$ cat config.mk
export PLATFORM = sky130hd
export DESIGN_NAME = eic_irq_sequencer
export DESIGN_NICKNAME = d
export VERILOG_FILES = /design/src/rtl/eic_irq_sequencer.sv
export SDC_FILE = /design/constraint.sdc
export NUM_CORES = 1
export LEC_CHECK = 0
export CELL_PAD_IN_SITES_DETAIL_PLACEMENT = 0
export CELL_PAD_IN_SITES_GLOBAL_PLACEMENT = 2
export CORE_ASPECT_RATIO = 1.25
export CORE_UTILIZATION = 40
export DETAILED_ROUTE_END_ITERATION = 10
export PLACE_DENSITY_LB_ADDON = 0.3
export SYNTH_ARGS = -nofsm -noshare
export SYNTH_HDL_FRONTEND = slang
export SYNTH_SLANG_ARGS = --single-unit
$ cat constraint.sdc
create_clock -name CLK -period 128.9 [get_ports CLK]
set_input_delay 25.78 -clock CLK [delete_from_list [all_inputs] [get_ports CLK]]
set_output_delay 25.78 -clock CLK [all_outputs]
set_load 0.01 [all_outputs]
$ cat src/rtl/eic_irq_sequencer.sv
// eic_irq_sequencer: picks the highest-priority eligible pending channel from
// the eic request vector, presents it to the CPU external interrupt port and
// issues a single-cycle pending clear once the CPU acknowledges it.
module eic_irq_sequencer #(
  parameter int CHANNELS     = 32,
  parameter int DEFAULT_PRIO = 1
) (
  input  logic                CLK,
  input  logic                RESETn,
  input  logic [CHANNELS-1:0] request,
  input  logic                cfg_we,
  input  logic [5:0]          cfg_addr,
  input  logic [2:0]          cfg_wdata,
  input  logic [7:0]          SI_IPL,
  input  logic                SI_IAck,
  output logic [7:0]          EIC_Interrupt,
  output logic [5:0]          EIC_Vector,
  output logic                clr_valid,
  output logic [5:0]          clr_num,
  output logic                busy
);

  localparam logic [1:0] IDLE    = 2'd0;
  localparam logic [1:0] SCAN    = 2'd1;
  localparam logic [1:0] PRESENT = 2'd2;
  localparam logic [1:0] ACK     = 2'd3;

  localparam logic [5:0] LAST_CH  = 6'(CHANNELS - 1);
  localparam logic [2:0] PRIO_RST = 3'(DEFAULT_PRIO);

  logic [2:0]          prio_q [CHANNELS];
  logic [1:0]          state;
  logic [5:0]          last_grant;
  logic [5:0]          sel_num;
  logic [2:0]          sel_prio;

  logic [CHANNELS-1:0] elig;
  logic                any_elig;
  logic [2:0]          win_prio;
  logic [5:0]          win_num;
  logic                found_hi;
  logic                found_lo;
  logic [5:0]          hi_num;
  logic [5:0]          lo_num;
  logic                sel_elig;
  logic                preempt;

  // Priority table; out-of-range addresses match no entry and are dropped.
  always_ff @(posedge CLK or negedge RESETn) begin
    if (!RESETn) begin
      for (int i = 0; i < CHANNELS; i++) prio_q[i] <= PRIO_RST;
    end else if (cfg_we) begin
      for (int i = 0; i < CHANNELS; i++) begin
        if (cfg_addr == 6'(i)) prio_q[i] <= cfg_wdata;
      end
    end
  end

  // Eligibility: pending, enabled, and above the CPU's current level.
  always_comb begin
    elig = '0;
    for (int i = 0; i < CHANNELS; i++) begin
      elig[i] = request[i] && (prio_q[i] != 3'd0) && ({5'b0, prio_q[i]} > SI_IPL);
    end
    any_elig = |elig;
  end

  // Arbitration: max priority, ties resolved round-robin after last_grant.
  // hi_num is the first tied channel above last_grant; lo_num is the first
  // tied channel overall, which is where the upward search wraps to.
  always_comb begin
    win_prio = 3'd0;
    for (int i = 0; i < CHANNELS; i++) begin
      if (elig[i] && (prio_q[i] > win_prio)) win_prio = prio_q[i];
    end
    found_hi = 1'b0;
    found_lo = 1'b0;
    hi_num   = 6'd0;
    lo_num   = 6'd0;
    for (int i = 0; i < CHANNELS; i++) begin
      if (elig[i] && (prio_q[i] == win_prio)) begin
        if (!found_hi && (6'(i) > last_grant)) begin
          found_hi = 1'b1;
          hi_num   = 6'(i);
        end
        if (!found_lo) begin
          found_lo = 1'b1;
          lo_num   = 6'(i);
        end
      end
    end
    win_num = found_hi ? hi_num : lo_num;
  end

  // Status of the presented channel: still eligible, or outranked.
  always_comb begin
    sel_elig = 1'b0;
    preempt  = 1'b0;
    for (int i = 0; i < CHANNELS; i++) begin
      if (sel_num == 6'(i)) sel_elig = elig[i];
      if (elig[i] && (prio_q[i] > sel_prio)) preempt = 1'b1;
    end
  end

  // Latched winner; only meaningful once SCAN has captured it.
  always_ff @(posedge CLK) begin
    if ((state == SCAN) && any_elig) begin
      sel_num  <= win_num;
      sel_prio <= win_prio;
    end
  end

  // Sequencing FSM with registered outputs.
  always_ff @(posedge CLK or negedge RESETn) begin
    if (!RESETn) begin
      state         <= IDLE;
      last_grant    <= LAST_CH;
      EIC_Interrupt <= 8'd0;
      EIC_Vector    <= 6'd0;
      clr_valid     <= 1'b0;
      clr_num       <= 6'd0;
      busy          <= 1'b0;
    end else begin
      clr_valid <= 1'b0;
      case (state)
        IDLE: begin
          EIC_Interrupt <= 8'd0;
          EIC_Vector    <= 6'd0;
          if (any_elig) begin
            state <= SCAN;
            busy  <= 1'b1;
          end else begin
            busy  <= 1'b0;
          end
        end
        SCAN: begin
          if (any_elig) begin
            state         <= PRESENT;
            busy          <= 1'b1;
            EIC_Interrupt <= {5'b0, win_prio};
            EIC_Vector    <= win_num;
          end else begin
            state         <= IDLE;
            busy          <= 1'b0;
            EIC_Interrupt <= 8'd0;
            EIC_Vector    <= 6'd0;
          end
        end
        PRESENT: begin
          // Acknowledge outranks withdrawal, which outranks preemption.
          if (SI_IAck) begin
            state         <= ACK;
            busy          <= 1'b1;
            clr_valid     <= 1'b1;
            clr_num       <= sel_num;
            EIC_Interrupt <= 8'd0;
            EIC_Vector    <= 6'd0;
          end else if (!sel_elig) begin
            state         <= IDLE;
            busy          <= 1'b0;
            EIC_Interrupt <= 8'd0;
            EIC_Vector    <= 6'd0;
          end else if (preempt) begin
            state <= SCAN;
            busy  <= 1'b1;
          end
        end
        default: begin
          state         <= IDLE;
          busy          <= 1'b0;
          last_grant    <= sel_num;
          EIC_Interrupt <= 8'd0;
          EIC_Vector    <= 6'd0;
        end
      endcase
    end
  end

endmodule

Word-level counts from Yosys, hierarchy flattened
Index checks and enable logic that the tools add are counted.
- flip-flop bits (word level): 135
- input port bits: 53
- output and inout bits: 22
- $lt $le $gt $ge: 128
- equality and inequality tests: 99
- multiplexer cells: 337
- reduce and logical (&&, ||, !) cells: 295
- operators with widths (kind ; number):
    6-bit two-way mux ; 124
    3-bit by 8-bit greater-than comparator with 1-bit output ; 32
    6-bit by 5-bit equality test with 1-bit output, second input constant ; 32
    1-bit logical AND ; 192
    3-bit greater-than comparator ; 63
    1-bit two-way mux ; 169
    3-bit two-way mux ; 33
    3-bit equality test ; 32
    6-bit by 4-bit equality test with 1-bit output, second input constant ; 16
    5-bit by 6-bit greater-than comparator with 1-bit output, first input constant ; 16
    3-bit nonzero test ; 32
    2-bit AND reduction ; 34
    6-bit by 3-bit equality test with 1-bit output, second input constant ; 8
    4-bit by 6-bit greater-than comparator with 1-bit output, first input constant ; 8
    32-bit OR reduction ; 1
    1-bit zero test ; 31
    6-bit by 2-bit equality test with 1-bit output, second input constant ; 4
    3-bit by 6-bit greater-than comparator with 1-bit output, first input constant ; 4
    8-bit two-way mux ; 2
    8-bit case mux with 2 select lines ; 1
    6-bit by 1-bit equality test with 1-bit output, second input constant ; 2
    1-bit by 6-bit greater-than comparator with 1-bit output, first input constant ; 2
    2-bit by 6-bit greater-than comparator with 1-bit output, first input constant ; 2
    6-bit zero test ; 2
    13 further kinds ; 17

Logic depth before layout (Yosys ltp)
- depth in word-level cells: 228
- mapped depth: 259

Worst setup path after synthesis
OpenSTA, ideal clock, no wires.
- path type: input to register
- start: input port SI_IPL[2]
- end: register EIC_Vector[1]
- library setup time: 0.121 ns
- data arrival time: 66.900 ns
- slack: 61.879 ns
- stages on the path: 243
- buffers on the path: 1
- cell sequence: inv_1 ha_1 nand3_1 and4_1 and2_1 nand2_1 ha_1 nor2b_1 o21a_1 o21a_1 nand2_1 mux2i_1 ha_1 or4_1 a21oi_1 a21oi_1 and2_1 ha_1 (+207 left out) a32oi_1 nand2_1 a21oi_1 buf_2 xnor2_1 nand2_1 nor4_1 a41oi_1 o22ai_1 a2111o_1 a32oi_1 mux2_1 a31o_1 o211ai_2 nand4b_4 or3_1 o32a_1 a22o_1
- word-level cells in the longest chain between the ends: 227
- ends and longest elaborated chain (element ; RTL line ; RTL):
    start: declaration ; 14 ; input logic [7:0] SI_IPL,
    3-bit by 8-bit greater-than comparator with 1-bit output ; 63 ; elig[i] = request[i] && (prio_q[i] != 3'd0) && ({5'b0, prio_q[i]} > SI_IPL);
    1-bit logical AND ; 63 ;
    1-bit logical AND ; 74 ; if (elig[i] && (prio_q[i] > win_prio)) win_prio = prio_q[i];
    3-bit two-way mux ; 74 ;
    3-bit greater-than comparator ; 74 ;
    1-bit logical AND ; 74 ;
    3-bit two-way mux ; 74 ;
    3-bit greater-than comparator ; 74 ;
    (+212 left out) ; - ;
    1-bit zero test ; 82 ; if (!found_hi && (6'(i) > last_grant)) begin
    1-bit logical AND ; 82 ;
    6-bit two-way mux or 1-bit two-way mux (tied branches) ; 82 ;
    6-bit two-way mux or 1-bit two-way mux (tied branches) ; 81 ; if (elig[i] && (prio_q[i] == win_prio)) begin
    6-bit two-way mux * ; 92 ; win_num = found_hi ? hi_num : lo_num;
    net win_num[1] ; 40 ; logic [5:0] win_num;
    6-bit two-way mux * ; 137 ; if (any_elig) begin
    6-bit case mux with 2 select lines * ; 125 ; case (state)
    end signal: assignment ; 141 ; EIC_Vector <= win_num;
    end: declaration ; 17 ; output logic [5:0] EIC_Vector,
Mark *: on every way through the listed nets, which the timed path passes. The rest lies on a longest branch.
A chain may end at the register's enable or synchronous reset.

Final worst setup path
- start: input port SI_IPL[1]
- end: register EIC_Vector[1]
The elaborated chain is that of the path after synthesis.

==> flow_metrics.tcl <==
set metrics [dict create \
    min_period_ps 72830 \
    dieArea_mm2 0.0481 \
    total_power_w 0.000179 \
    grt_overflow_total 0 \
    drt-wirelength-per-cell_um 28.4 \
    yosysWarnings 0 \
    hold_viol 0 \
    slew_violations 0 \
    regToRegSetupSlack_ps 81560 \
    critPathMostFrequentCell "nor2_1" \
    post_cts_buffers 0 \
    relSlewSlack 0.175 \
    synthCells 2374 \
    cp-endpoint "EIC_Vector[1]" \
    tns_ps 0 \
    finalCritPeriodShare 0.565 \
    root_buffer "clkbuf_16" \
    ys_seq_area_frac 0.171 \
    crit_slowest_cell "a21oi_4" \
    first_iter_violations 1332 \
    routed_wl_um 86800 \
    htreeDepth 4 \
    syn_to_final_growth_pct 10.7 \
    avgSynthCellArea_um2 7.96 \
    drive_gt1_frac 0.127 \
    critPathRequiredTime_ps 129240 \
    grt_pass1_vias 19800 \
    peakVddDrop_mv 0.00984 \
    clk_latency_ps 460 \
    grt_start_max_net_pins 61 \
    clockBufferDepth 2 \
    final_cell_mix "227 x ha_1, 225 x nand2_1, 146 x a21oi_1" \
    vias 19900 \
    fp.dieH_um 245 \
    drc 0 \
    grt_first_pass_wirelength_um 128000 \
    grt_use_total 0.361 \
    io_pins 75 \
    synth_adder_area_share 0.158 \
    initial_core_util 0.408 \
    synthMuxAreaShare 0.0682 \
    critPathLaunchType "input port" \
    first_pass_iters 6 \
    cts.sinks 126 \
    fp-row-count 88 \
    critPathKind "in -> reg" \
    p_leak_nw 8.93 \
    cp_data_arrival_time_ps 73160 \
    finalClockSkew_ps 13.2 \
    fill_cells 4679 \
    die_x_um 196 \
    clkSlewWorstSetupHoldPaths_ps 70 \
    rr_worst_depth 240 \
    cts_tree "yes" \
    rsz0062_at_grt "no" \
    ys.flop_type "dfrtp_1" \
    max_stage_delay_ps 890 \
    reg2reg_to "EIC_Vector[1]" \
    ys_ff_latch 126 \
    hpwlAfterDp_um 67300 \
    antenna_found_initial 3 \
    mappedNetlistArea_mm2 0.0189 \
    maxCapViolCount 0 \
    worst_slew_pin_slew_ps 1230 \
    coreArea_mm2 0.0464 \
    hold_class "reg -> reg" \
    crit_fanout 20 \
    crit_start "SI_IPL[1]" \
    ant_nets 0 \
    synth_compound_area_frac 0.311 \
    cts_made_buffers 17 \
    setup_viol 0 \
    cts.repair.resized 0 \
    synth_simple_gate_area_frac 0.204 \
    final_nets 2694 \
    io_buffers 67 \
    outcome "complete, no violations" \
    synth_xor_area_frac 0.0352 \
    fmax_ghz 0.0137 \
    routabilityCongestion 1.05 \
    reg2reg_from "prio_q[93]" \
    synth_top_family_by_area "compound AO/OA/AOI/OAI gates" \
    via_per_inst 6.52 \
    end_kind "flop" \
    synth-edff-count 8 \
    synthArstFlopShare 0.937 \
    power_density_mw_per_mm2 8.58 \
    final_common_cell "ha_1" \
    holdBufCountCts 0 \
    synth_cell_type_count 128 \
]
==> cells by family (layout without fill, tap and decap cells) <==
kind of cell	Yosys count	after routing
buffers and inverters	242	289
other	1	8
XOR/XNOR	76	76
AO/OA/AOI/OAI	813	813
AND/OR/NAND/NOR	762	762
flip-flops	126	126
multiplexers	113	113
adder cells (fa/ha/maj)	241	241
==> registers in the layout (all words and copies together) (netlist names) <==
name and flops:
prio_q 96, sel_num 5, last_grant 5, clr_num 5
busy 1, sel_prio 3, EIC_Vector 5, EIC_Interrupt 3
state 2, clr_valid 1
==> layer usage <==
metal | global-route usage | part of all wire | vias up
li1 | - | - | 9173
met1 | 0.411 | 0.39 | 9820
met2 | 0.620 | 0.48 | 699
met3 | 0.0422 | 0.046 | 242
met4 | 0.268 | 0.081 | 0
met5 | 0 | 0 | -
==> per-stage QoR <==
stage / hold slack (ps) / worst slack [ps] / utilization / cells / cell area, µm²
after floorplan: 516 / 61880 / - / 2380 / 18900
after global placement: 469 / 57600 / 0.439 / 3025 / 20300
after detailed placement: 482 / 56270 / 0.439 / 3025 / 20300
after CTS: 498 / 56630 / 0.451 / 3057 / 20900
after global routing: 514 / 52470 / 0.451 / 3057 / 20900
final: 491 / 56070 / 0.451 / 3058 / 20900
==> cell usage after synthesis (15+ instances only) <==
| master | n | area (µm²) |
|---|---|---|
| a211oi_1 | 45 | 338 |
| a21o_1 | 63 | 473 |
| a21oi_1 | 147 | 736 |
| a22oi_1 | 16 | 120 |
| a311oi_1 | 25 | 219 |
| a31oi_1 | 52 | 325 |
| and2_1 | 35 | 219 |
| and3_1 | 23 | 144 |
| clkbuf_1 | 80 | 300 |
| dfrtp_1 | 81 | 2030 |
| dfstp_2 | 37 | 972 |
| ha_1 | 227 | 2840 |
| inv_1 | 127 | 477 |
| mux2_2 | 91 | 1020 |
| mux2i_1 | 17 | 170 |
| nand2_1 | 226 | 848 |
| nand2b_1 | 15 | 93.8 |
| nand3_1 | 80 | 400 |
| nand4_1 | 21 | 131 |
| nor2_1 | 145 | 544 |
| nor2b_1 | 31 | 194 |
| nor3_1 | 68 | 340 |
| nor4_1 | 27 | 169 |
| o211ai_1 | 44 | 330 |
| o21a_1 | 27 | 203 |
| o21ai_0 | 125 | 626 |
| o21ai_1 | 15 | 75.1 |
| o311ai_0 | 19 | 166 |
| o31ai_1 | 25 | 188 |
| or3_1 | 17 | 106 |
| xnor2_1 | 70 | 613 |
==> cell type report <==
class / instances / area (µm²) / area share
diodes: 1 / 2.50 / 0.000120
clock buffers: 17 / 425 / 0.0203
clock inverters: 15 / 161 / 0.00772
inverters: 133 / 499 / 0.0239
multi-input cells: 2012 / 14700 / 0.703
flip-flops and latches: 126 / 3240 / 0.155
well taps: 630 / 788 / 0.0377
repair buffers: 124 / 1090 / 0.0523
==> power breakdown <==
part           switching, W  internal [W]
logic             0.0000382     0.0000275
registers         0.0000163     0.0000468
clock network     0.0000218     0.0000288
total             0.0000763      0.000103
==> how the worst min path moves through the flow <==
stage / start / to / slack (ps) / cells past startpoint
final: clr_num[0] / clr_num[0] / 490 / 2
after global routing: EIC_Vector[1] / EIC_Vector[1] / 510 / 1
after CTS: clr_num[4] / clr_num[4] / 500 / 2
after detailed placement: clr_num[4] / clr_num[4] / 480 / 2
after global placement: clr_num[4] / clr_num[4] / 470 / 2
after floorplan: EIC_Interrupt[0] / EIC_Interrupt[0] / 520 / 2
==> worst max-delay path, delay by kind of cell <==
kind | cells | cell delay, ps
xor+xnor | 1 | 190
simple gates | 90 | 11490
compound gates | 93 | 19760
fa+ha+maj | 42 | 11900
mux | 9 | 2890
buf+inv | 7 | 1120
No activity file was read; power rests on OpenSTA's default activity.
